$ cat config.mk
export PLATFORM = sky130hd
export DESIGN_NAME = uart_rx_flat
export DESIGN_NICKNAME = d
export VERILOG_FILES = /design/src/rtl/uart_pkg.sv /design/src/rtl/uart_rx_if.sv /design/src/rtl/uart_rx_sync_bit.sv /design/src/rtl/uart_rx.sv /design/src/flat_wrapper.sv
export SDC_FILE = /design/constraint.sdc
export NUM_CORES = 1
export LEC_CHECK = 0
export BUFFER_PORTS_ARGS = -buffer_cell sky130_fd_sc_hd__buf_2
export CAP_MARGIN = 20
export CORE_MARGIN = 5
export CORE_UTILIZATION = 40
export DETAILED_ROUTE_END_ITERATION = 8
export PLACE_DENSITY = 0.57
export SYNTH_ARGS = -nofsm -noshare
export SYNTH_HDL_FRONTEND = slang
export SYNTH_HIERARCHICAL = 1
export SYNTH_SLANG_ARGS = --single-unit
$ cat constraint.sdc
create_clock -name clk -period 2.3 [get_ports clk]
set_clock_uncertainty 0.05 [all_clocks]
set_input_delay 0.46 -clock clk [delete_from_list [all_inputs] [get_ports clk]]
set_output_delay 0.46 -clock clk [all_outputs]
set_load 0.05 [all_outputs]
$ cat src/rtl/uart_pkg.sv
// Shared UART definitions: frame width, default bit timing and the
// receiver/transmitter state encoding.
package uart_pkg;

  localparam int DATA_BITS            = 8;
  localparam int CLKS_PER_BIT_DEFAULT = 434;

  typedef enum logic [2:0] {
    IDLE,
    START,
    DATA,
    STOP,
    BREAK
  } uart_state_t;

endpackage

$ cat src/rtl/uart_rx_if.sv
// Receiver-to-consumer bus: byte holding register with valid/ready
// handshake, plus status flags.
interface uart_rx_if;
  import uart_pkg::*;

  logic [DATA_BITS-1:0] data_out;
  logic                 valid;
  logic                 ready;
  logic                 busy;
  logic                 frame_err;
  logic                 overrun;

  modport master (output data_out, valid, busy, frame_err, overrun, input ready);
  modport slave  (input data_out, valid, busy, frame_err, overrun, output ready);

endinterface

$ cat src/rtl/uart_rx_sync_bit.sv
// N-flop synchroniser for a single asynchronous input; resets to 1 so an
// idle-high line does not look like activity coming out of reset.
module sync_bit #(
  parameter int STAGES = 2
) (
  input  logic clk,
  input  logic rst,
  input  logic d,
  output logic q
);

  logic [STAGES-1:0] ff;

  always_ff @(posedge clk) begin
    if (rst) ff <= '1;
    else     ff <= {ff[STAGES-2:0], d};
  end

  assign q = ff[STAGES-1];

endmodule

$ cat src/rtl/uart_rx.sv
// 8N1 serial receiver: mid-bit sampling FSM feeding a valid/ready holding
// register with framing-error and overrun reporting.
//
// state | meaning
// IDLE  | line idle, waiting for a falling edge on rx_s
// START | counting to the middle of the start bit to reject glitches
// DATA  | sampling 8 data bits, LSB first, one per bit period
// STOP  | sampling the stop bit; 1 delivers the byte, 0 flags a framing error
// BREAK | line held low after a bad stop bit; wait for it to return high
module uart_rx
  import uart_pkg::*;
#(
  parameter int CLKS_PER_BIT = CLKS_PER_BIT_DEFAULT,
  parameter int SYNC_STAGES  = 2
) (
  input  logic      clk,
  input  logic      rst,
  input  logic      rx,
  uart_rx_if.master bus
);

  localparam int            CW   = $clog2(CLKS_PER_BIT);
  localparam logic [CW-1:0] HALF = CW'(CLKS_PER_BIT / 2 - 1);
  localparam logic [CW-1:0] FULL = CW'(CLKS_PER_BIT - 1);
  localparam logic [2:0]    LAST = 3'(DATA_BITS - 1);

  logic                 rx_s;
  uart_state_t          state_q, state_d;
  logic [CW-1:0]        cnt_q, cnt_d;
  logic [2:0]           idx_q, idx_d;
  logic [DATA_BITS-1:0] shreg_q, shreg_d;
  logic                 deliver, ferr;

  logic [DATA_BITS-1:0] data_q;
  logic                 valid_q, ferr_q, ovr_q;

  sync_bit #(.STAGES(SYNC_STAGES)) u_sync (
    .clk (clk),
    .rst (rst),
    .d   (rx),
    .q   (rx_s)
  );

  always_ff @(posedge clk) begin
    if (rst) begin
      state_q <= IDLE;
      cnt_q   <= '0;
      idx_q   <= '0;
      shreg_q <= '0;
    end else begin
      state_q <= state_d;
      cnt_q   <= cnt_d;
      idx_q   <= idx_d;
      shreg_q <= shreg_d;
    end
  end

  always_comb begin
    state_d = state_q;
    cnt_d   = cnt_q;
    idx_d   = idx_q;
    shreg_d = shreg_q;
    deliver = 1'b0;
    ferr    = 1'b0;
    case (state_q)
      IDLE: begin
        if (!rx_s) begin
          state_d = START;
          cnt_d   = '0;
        end
      end
      START: begin
        if (cnt_q == HALF) begin
          cnt_d   = '0;
          idx_d   = '0;
          state_d = rx_s ? IDLE : DATA;
        end else begin
          cnt_d = cnt_q + 1'b1;
        end
      end
      DATA: begin
        if (cnt_q == FULL) begin
          cnt_d   = '0;
          shreg_d = {rx_s, shreg_q[DATA_BITS-1:1]};
          if (idx_q == LAST) state_d = STOP;
          else               idx_d   = idx_q + 3'd1;
        end else begin
          cnt_d = cnt_q + 1'b1;
        end
      end
      STOP: begin
        if (cnt_q == FULL) begin
          cnt_d = '0;
          if (rx_s) begin
            deliver = 1'b1;
            state_d = IDLE;
          end else begin
            ferr    = 1'b1;
            state_d = BREAK;
          end
        end else begin
          cnt_d = cnt_q + 1'b1;
        end
      end
      BREAK: begin
        if (rx_s) state_d = IDLE;
      end
      default: state_d = IDLE;
    endcase
  end

  // A byte finishing while the previous one is still unaccepted is dropped;
  // the held byte is never overwritten behind the consumer's back.
  always_ff @(posedge clk) begin
    if (rst) begin
      data_q  <= '0;
      valid_q <= 1'b0;
      ferr_q  <= 1'b0;
      ovr_q   <= 1'b0;
    end else begin
      ferr_q <= ferr;
      ovr_q  <= 1'b0;
      if (valid_q && bus.ready) valid_q <= 1'b0;
      if (deliver) begin
        if (!valid_q || bus.ready) begin
          data_q  <= shreg_d;
          valid_q <= 1'b1;
        end else begin
          ovr_q <= 1'b1;
        end
      end
    end
  end

  assign bus.data_out  = data_q;
  assign bus.valid     = valid_q;
  assign bus.frame_err = ferr_q;
  assign bus.overrun   = ovr_q;
  assign bus.busy      = (state_q != IDLE);

endmodule
$ cat src/flat_wrapper.sv
// flat-port wrapper written by rule: the top's interface ports become plain ports
module uart_rx_flat import uart_pkg::*;
#(
  parameter int CLKS_PER_BIT = CLKS_PER_BIT_DEFAULT,
  parameter int SYNC_STAGES  = 2
)
  (clk, rst, rx, bus_data_out, bus_valid, bus_busy, bus_frame_err, bus_overrun, bus_ready);
  uart_rx_if bus_i ();
  input  logic clk;
  input  logic rst;
  input  logic rx;
  output wire logic [$bits(bus_i.data_out)-1:0] bus_data_out;
  output wire logic [$bits(bus_i.valid)-1:0] bus_valid;
  output wire logic [$bits(bus_i.busy)-1:0] bus_busy;
  output wire logic [$bits(bus_i.frame_err)-1:0] bus_frame_err;
  output wire logic [$bits(bus_i.overrun)-1:0] bus_overrun;
  input wire logic [$bits(bus_i.ready)-1:0] bus_ready;
  assign bus_data_out = bus_i.data_out;
  assign bus_valid = bus_i.valid;
  assign bus_busy = bus_i.busy;
  assign bus_frame_err = bus_i.frame_err;
  assign bus_overrun = bus_i.overrun;
  assign bus_i.ready = bus_ready;
  uart_rx #(.CLKS_PER_BIT(CLKS_PER_BIT), .SYNC_STAGES(SYNC_STAGES)) u_core (.clk(clk), .rst(rst), .rx(rx), .bus(bus_i));
endmodule
==> results.ini, run 1 <==
[status]
outcome = complete, no violations

[synthesis]
yosys_warnings = 6
synth_edf_count = 0
syn_area_per_cell_um2 = 8.980
ys_ff_latch = 36
yosysTopAreaCell = dfxtp_1
synthArstFlopShare_pct = 0
synthTopCellsByArea = dfxtp_1 44%, nor2_1 6.9%, mux2i_1 6.8%
ys_seq_area_share_pct = 44.34
yosysMostFrequentCell = dfxtp_1
netlist_area_um2 = 1625
synth_flop_cell = dfxtp_1
synthCells = 181
yosysTopAreaCellShare_pct = 44.34
syn-num-nets = 190
yosysUniqueCellTypes = 42
synth_common_cells = 36 x dfxtp_1, 30 x nor2_1, 16 x nand2_1, 11 x mux2i_1, 8 x a211oi_1

[timing]
setup_tns_ps = 0
fin_crit_ps = 2030
slew_viol_final = 0
hold_viol_final = 0
period_share_pct = 88.26
grt_setup_unrepaired = no
max_freq_mhz = 492.6
tightest_slew_ps = 720.2
hold_ws_ps = 305.2
setup_viol = 0
slew_headroom_pct = 51.70

[placed_design]
dp_hpwl_um = 2191
finalWeightedCongestion = 0.7952
port_buffers = 15
dpl.cell_count = 239

[setup_path]
crit_path_start = u_core/cnt_q[0]
cp_max_fo = 18
r2r_start = u_core/cnt_q[0]
worst_ep_arrival_time_ps = 2200
crit_path_end_kind = flop
critPathLaunchType = flop
cp_data_required_time_ps = 2470
crit_type = reg2reg
r2r_slack_ps = 270

[clocking]
clockBufferDepth = 2
ctsResizeCount = 0
post_cts_buffers = 0
cts_sinks = 36
cts_hold_buf = 0
clock_latency_ps = 280
cts_tree = built
cts_buffers = 5
root_buffer = clkbuf_8
htreeDepth = 2
clk_pin_slew_ps = 70

[floorplan]
io_pins = 16
start_util_pct = 40.93
die_h_um = 73.75
core.rowCount = 23
die_w_um = 73.75
core_area_um2 = 3971
die_area_um2 = 5438

[global_route]
grt_remaining_overflow = 0
grt_antenna_before_repair = 0
grt_max_degree = 39
grt_util_all_layers_pct = 13.18
grt_pass1_wl_um = 5561
grt_pass1_vias = 1272

[pwr]
clkPwrFrac_pct = 40.1
peakVddDrop_uv = 285.3
power_density_nw_per_um2 = 623.9
seq_power_share_pct = 55.4
power_leakage_uw = 0.0007458
switching_share_pct = 22.52
share_comb_of_total_power_pct = 4.5
internal_power_uw = 886.0
p_sw_uw = 257.5

[job]
max_cap_violations = 0

[finish]
drive_gt1_share_pct = 15.74
nNetsFinal = 205
multi_input_area_um2 = 858.3
fillCellCount = 393
register_area_um2 = 720.7
fin_cells = 247
post-route-util_pct = 46.16
syn_to_final_growth_pct = 12.78
diodes = 0

[routing]
ant_nets = 0
routed_wl_um = 3127
wire_per_inst_um = 12.66
drt_iter0_drc = 98
post-route-drc-count = 0
drt-vias-per-instance = 5.271
first_pass_iters = 4
vias = 1302

[min_path]
hold_path_startpoint = rx
min_path_type = in2reg

[metrics by stage]
stage | setup slack (ps) | power [uW] | instance area [um2]
after global routing | 168.8 | 1197 | 1833
after global placement | 363.1 | 697.2 | 1739
after detailed placement | 293.7 | 699.2 | 1739
after floorplan | 519.7 | 687.5 | 1625
after CTS | 276.0 | 1156 | 1833
final | 269.9 | 1144 | 1833
[path summary, 6_finish.rpt]
check / cells after the start / to
worst max register to register: 6 / u_core/state_q[0]
worst min-delay path: 2 / u_core/u_sync/ff[0]
worst max-delay path: 6 / u_core/state_q[0]
worst min register to register: 1 / u_core/u_sync/ff[1]
[registers in the layout, indices dropped and copies added, names as in the netlist]
register and flops:
u_core/bus.valid 1, u_core/bus.overrun 1, u_core/cnt_q 9, u_core/bus.frame_err 1
u_core/bus.data_out 8, u_core/shreg_q 8, u_core/u_sync/ff 2, u_core/idx_q 3
u_core/state_q 3
[cells in the final DEF, fill, tap and decap left out, types with 2 or more instances in the layout]
cell type / n
nand3b_1: 2
nand4_1: 2
o21a_1: 2
a22oi_1: 2
inv_1: 2
clkbuf_8: 6
a21oi_1: 6
nor3_1: 4
ha_1: 5
buf_2: 15
dfxtp_1: 36
nor2_1: 30
buf_4: 2
and2_1: 2
o21ai_1: 6
nor2b_1: 5
nand3_1: 6
a211oi_1: 8
a31oi_1: 3
nand2_1: 16
nand2b_1: 3
mux2i_1: 11
or2_1: 2
[power groups by stage]
| stage | clock [uW] | combinational, uW | sequential, uW |
|---|---|---|---|
| after global routing | 506 | 57.0 | 634 |
| after CTS | 471 | 51.7 | 633 |
| final | 459 | 51.2 | 634 |
| after floorplan | 0 | 41.4 | 646 |
| after global placement | 0 | 50.0 | 647 |
| after detailed placement | 0 | 51.5 | 648 |
[kinds of logic after synthesis]
family | synth area share (%)
adders and majority gates | 3.849
AOI/OAI and AO/OA | 14.78
xor gates and xnor gates | 0.5390
buffers and inverters | 2.848
DFF | 44.34
and+or+nand+nor | 26.87
muxes | 6.775
[metal layers]
metal  GRT usage (%)  part of all wire [%]  vias to the layer above
li1                -                     -                      674
met1           15.42                    48                      601
met2           21.56                    46                       20
met3           4.788                   4.6                        7
met4           5.634                   1.8                        0
met5               0                     0                        -
[worst max-delay path, cell delays in order, from the launching register on]
cell and delay (ps):
dfxtp_1 410, ha_1 170, and4b_1 260, nand2_1 120, o2bb2ai_2 290, or4_1 550, a21oi_1 130
[final cells by class]
| class | instances | area share [%] |
|---|---|---|
| Inverter | 2 | 0.4096 |
| Tap cell | 50 | 3.413 |
| Clock inverter | 1 | 0.4096 |
| Timing Repair Buffer | 17 | 4.915 |
| Sequential cell | 36 | 39.32 |
| Multi-Input combinational cell | 134 | 46.83 |
| Clock buffer | 7 | 4.710 |
(Power assumes the default switching activity.)
==> run 2: changes to the inputs <==
ABC_AREA = 1   (was not set)
CORE_UTILIZATION = 45   (was 40)
PLACE_DENSITY = 0.62   (was 0.57)
==> run 2 against run 1 <==
  * Wire length grew 17%
  * Core utilization grew 6.4 points
  * Hold slack lost 15 ps
  * Largest cell class unchanged
  * Global-route usage grew 2.9 points
  * Cell area grew 14%
==> results.ini, run 2 <==
[floorplan]
die_w_um = 73.76
die_area_um2 = 5440
io_pins = 16
core.rowCount = 23
start_util_pct = 46.06
die_h_um = 73.76
core_area_um2 = 3971

[synthesis]
yosysTopAreaCell = dfxtp_1
yosysTopAreaCellShare_pct = 39.40
syn_area_per_cell_um2 = 6.903
synth_top_family_by_area = simple AND/OR/NAND/NOR gates
synth_edf_count = 0
synth.area.mux_share_pct = 0
synthTopCellsByArea = dfxtp_1 39%, nand2_1 12%, inv_1 9.2%
synthSimpleGateAreaFrac_pct = 37.69
syn-num-nets = 274
yosys_warnings = 6
synth_compound_area_share_pct = 7.866
synth-xor-area-share_pct = 0.4788
yosysMostFrequentCell = nand2_1
synthCells = 265
ys_ff_latch = 36
yosysUniqueCellTypes = 28
netlist_area_um2 = 1829
ys_seq_area_share_pct = 39.40
synthArstFlopShare_pct = 0
synth_flop_cell = dfxtp_1
synth_common_cells = 60 x nand2_1, 45 x inv_1, 42 x nor2_1, 36 x dfxtp_1
yosys.area_share.adder_pct = 3.420

[global_route]
grt_pass1_vias = 1540
grt_util_all_layers_pct = 16.10
grt_pass1_wl_um = 6727
grt_max_degree = 19
grt_remaining_overflow = 0
grt_antenna_before_repair = 0

[clocking]
cts_tree = built
post_cts_buffers = 0
cts_hold_buf = 0
ctsResizeCount = 0
root_buffer = clkbuf_8
cts_buffers = 5
clk_pin_slew_ps = 70
htreeDepth = 2
clockBufferDepth = 2
cts_sinks = 36
clock_latency_ps = 290

[setup_path]
crit_path_end_kind = primary output
crit_type = reg2out
cp_data_required_time_ps = 1790
worst_ep_arrival_time_ps = 1220
cp_max_fo = 6
critPathLaunchType = flop

[routing]
drt-vias-per-instance = 4.628
ant_nets = 0
vias = 1555
drt_iter0_drc = 71
wire_per_inst_um = 10.88
post-route-drc-count = 0
routed_wl_um = 3657
first_pass_iters = 4

[timing]
max_freq_mhz = 577.5
setup_tns_ps = 0
grt_setup_unrepaired = no
slew_viol_final = 0
period_share_pct = 75.28
setup_viol = 0
tightest_slew_ps = 493.5
hold_viol_final = 0
fin_crit_ps = 1732
slew_headroom_pct = 66.90

[finish]
max_flop_register = u_core/cnt_q
fin_cells = 336
multi_input_area_um2 = 904.6
register_area_um2 = 720.7
layout_commonest_cell = nand2_1
nNetsFinal = 294
diodes = 0
drive_gt1_share_pct = 15.73
largest_reg_flops = 9
final_cell_mix = 60 x nand2_1, 45 x inv_1, 42 x nor2_1
syn_to_final_growth_pct = 14.16
fillCellCount = 415

[job]
max_cap_violations = 0

[min_path]
min_path_type = in2reg

[placed_design]
port_buffers = 15
dpl.cell_count = 328
dp_hpwl_um = 2723
finalWeightedCongestion = 0.7799

[pwr]
power_density_nw_per_um2 = 852.0
power_leakage_uw = 0.001004
peakVddDrop_uv = 450.9

[status]
outcome = complete, no violations

[run 2: cell types whose count changed in the layout (fill, tap and decap cells not counted), sizes merged, moves of 4 or more]
cell	delta
nand2	+49
nor2	+20
nor2b	-5
mux2i	-11
nand3	+10
a211oi	-8
a21oi	+4
o21ai	+9
inv	+46
[run 2: final cells by class]
class / count / share of cell area [%]
sequential: 36 / 34.51
clock buffer: 7 / 4.614
tap: 50 / 2.996
clock inverter: 1 / 1.438
multi-input combinational: 176 / 43.32
timing repair buffer: 16 / 3.954
inverter: 50 / 9.167
[run 2: power breakdown]
group          total, uW  switching, uW  internal (uW)
clock network        606            223            382
registers            700           44.5            655
logic                474            325            148
total               1780            593           1190
[run 2: cell families (layout without fill, tap and decap cells)]
group,count (synthesis),after routing
XOR/XNOR,1,1
adder cells (fa/ha/maj),5,5
AO/OA/AOI/OAI,27,27
AND/OR/NAND/NOR,143,143
buffers and inverters,53,74
flip-flops,36,36
[run 2: routing by layer]
layer,global-route usage (%),share of wire [%]
met1,22.12,52
met2,23.52,42
met5,0,0
met4,6.036,1.6
met3,4.925,4.2
[run 2: critical path: stages (launching register included)]
cell and delay (ps):
dfxtp_1 520, nor2_4 100, nand2_1 60, buf_2 250
[run 2: through the flow]
| step | total power [uW] | util (%) | instance area (um2) | hold WS (ps) | setup slack, ps |
|---|---|---|---|---|---|
| finish | 1779 | 52.58 | 2088 | 290.4 | 568.5 |
| global route | 1904 | 52.58 | 2088 | 302.3 | 382.3 |
| CTS | 1807 | 52.58 | 2088 | 281.0 | 540.7 |
| detailed placement | 1195 | 49.40 | 1962 | 350.1 | 548.5 |
| global placement | 1197 | 49.40 | 1962 | 350.8 | 615.3 |
| floorplan | 1096 | - | 1829 | 336.5 | 770.3 |
[run 2: final timing paths]
check                            from                   to  slack (ps)  cells past startpoint
setup / recovery    u_core/state_q[2]             bus_busy         570                      3
hold reg to reg   u_core/u_sync/ff[0]  u_core/u_sync/ff[1]         370                      2
setup reg to reg      u_core/cnt_q[0]      u_core/cnt_q[2]         570                     10
hold / removal                     rx  u_core/u_sync/ff[0]         290                      3
==> run 3: changes to the inputs <==
PLACE_DENSITY = 0.64   (was 0.62)
clock period = 1.4 ns   (was 2.3 ns; I/O delays follow)
==> run 3 against run 2 <==
  * Final cell count rose by 13%
  * Highest routed layer unchanged
  * Via count rose by 15%
  * Core utilization rose by 13 points
  * First-iteration DRC count fell by 27%
  * Global-route usage rose by 1.3 points
  * Hold slack got worse by 180 ps
  * Sequential share of layout area fell by 6.4 points
  * Power rose by 99%
  * Setup slack got worse by 750 ps
  * Cell area rose by 25%
  * The flow now finishes with violations (setup timing)
  * Clock power rose by 65%
  * Critical path depth rose by 9
==> results.ini, run 3 (same netlist as run 2, synthesis figures left out) <==
[finish]
layout_commonest_cell = nand2_1
nNetsFinal = 336
largest_reg_flops = 9
final_cell_mix = 48 x nand2_1, 41 x inv_1, 37 x nor2_1, 37 x buf_4, 30 x dfxtp_1
fin_cells = 378
syn_to_final_growth_pct = 43.16
drive_gt1_share_pct = 39.63
max_flop_register = u_core/cnt_q
fillCellCount = 362
diodes = 0

[min_path]
min_path_type = in2reg

[setup_path]
path_cells = inv_2, buf_4, ha_1, nand2_1, nor2_1, nand2_1, nand2_4, nand3_4, nor2_4, inv_1, nand3_1, inv_1
crit_path_start = u_core/cnt_q[1]
slowest_stage = dfxtp_2
cp_max_fo = 5
endpoint = u_core/cnt_q[2]
worst_ep_arrival_time_ps = 1720
cp_data_required_time_ps = 1540
crit_path_end_kind = flop
r2r_start = u_core/cnt_q[1]
rr_endpoint = u_core/cnt_q[2]
r2r_slack_ps = -180
ff2ff_path_depth = 12
crit_type = reg2reg
critPathLaunchType = flop
critPathMaxStageDelay_ps = 330

[pwr]
seq_power_share_pct = 32.7
peakVddDrop_uv = 732.5
switching_share_pct = 34.05
clkPwrFrac_pct = 28.4
share_comb_of_total_power_pct = 38.9
power_leakage_uw = 0.001253
internal_power_uw = 2337
p_sw_uw = 1206
power_density_nw_per_um2 = 1353

[routing]
ant_nets = 0
wire_per_inst_um = 11.48
post-route-drc-count = 0
drt-vias-per-instance = 4.746
vias = 1794
first_pass_iters = 4
drt_iter0_drc = 52
routed_wl_um = 4339

[clocking]
clk_pin_slew_ps = 70
clockBufferDepth = 2
root_buffer = clkbuf_8
htreeDepth = 2
cts_tree = built
cts_hold_buf = 0
cts_sinks = 36
cts_buffers = 5
clock_latency_ps = 290

[placed_design]
port_buffers = 15
finalWeightedCongestion = 0.8156
dp_hpwl_um = 2964
dpl.cell_count = 362

[timing]
slew_headroom_pct = 78.02
tightest_slew_ps = 328.0
setup_viol = 31
slew_viol_final = 0
final.setup.worst_slack_ps = -181.3
grt_setup_unrepaired = yes
fin_crit_ps = 1581
hold_viol_final = 0
max_freq_mhz = 632.4
period_share_pct = 112.9
setup_tns_ps = -2977
hold_ws_ps = 108.1

[global_route]
grt_remaining_overflow = 0
grt_pass1_wl_um = 7300
grt_antenna_before_repair = 0
grt_pass1_vias = 1697
grt_util_all_layers_pct = 17.37
grt_max_degree = 19

[floorplan]
start_util_pct = 46.06
die_area_um2 = 5440
die_h_um = 73.76
core.rowCount = 23
core_area_um2 = 3971
io_pins = 16
die_w_um = 73.76

[status]
outcome = finished, violations left
violations = setup timing

[job]
max_cap_violations = 0

-- run 3: per-layer routing --
| metal | up-vias | routed length [um] | global-route usage (%) |
|---|---|---|---|
| met2 | 31 | 2119 | 29.23 |
| met4 | 0 | 44 | 6.036 |
| met1 | 821 | 1997 | 21.79 |
| met5 | - | 0 | 0 |
| li1 | 937 | - | - |
| met3 | 5 | 178 | 3.694 |
-- run 3: layout make-up --
| type | count | area (um2) | area share [%] |
|---|---|---|---|
| clock buffer | 7 | 96.34 | 3.679 |
| clock inverter | 1 | 30.03 | 1.147 |
| inverter | 50 | 193.9 | 7.406 |
| multi-input combinational | 178 | 1096 | 41.85 |
| sequential | 36 | 735.7 | 28.09 |
| tap | 50 | 62.56 | 2.389 |
| timing repair buffer | 56 | 404.1 | 15.43 |
-- run 3: power groups by stage --
stage,logic [uW],registers (uW),clock network (uW)
finish,1380,1160,1000
global route,1510,1170,1080
CTS,1250,1150,1040
detailed placement,1130,1170,0
global placement,1130,1170,0
floorplan,694,1170,0
-- run 3: repair_timing --
item	4_1_cts	5_1_grt
buffers inserted	5	2
endpoints found under the hold margin	0	0
endpoints found under the setup margin	32	34
cloned	1	1
gates resized for setup	28	32
pin swaps	12	13
-- run 3: worst max-delay path, delay by kind of cell (launching register included) --
family        cells  cell delay (ps)
buf+inv           4              270
flops             1              330
simple gates      7              690
fa+ha+maj         1              140
-- run 3: stage by stage --
step	setup slack, ps	power [uW]	instance area (um2)	util (%)
floorplan	-47.03	1865	1876	-
global placement	-144.9	2293	2263	56.99
detailed placement	-174.6	2301	2263	56.99
CTS	-179.4	3441	2497	62.89
global route	-280.9	3762	2619	65.94
finish	-181.3	3543	2619	65.94
-- run 3: worst min-delay path by stage --
stage,from,end,slack [ps],cells past startpoint
floorplan,rx,u_core/u_sync/ff[0],310,2
global placement,u_core/u_sync/ff[0],u_core/u_sync/ff[1],350,2
finish,rx,u_core/u_sync/ff[0],110,3
global route,rx,u_core/u_sync/ff[0],130,3
detailed placement,u_core/u_sync/ff[0],u_core/u_sync/ff[1],340,2
CTS,rx,u_core/u_sync/ff[0],100,3
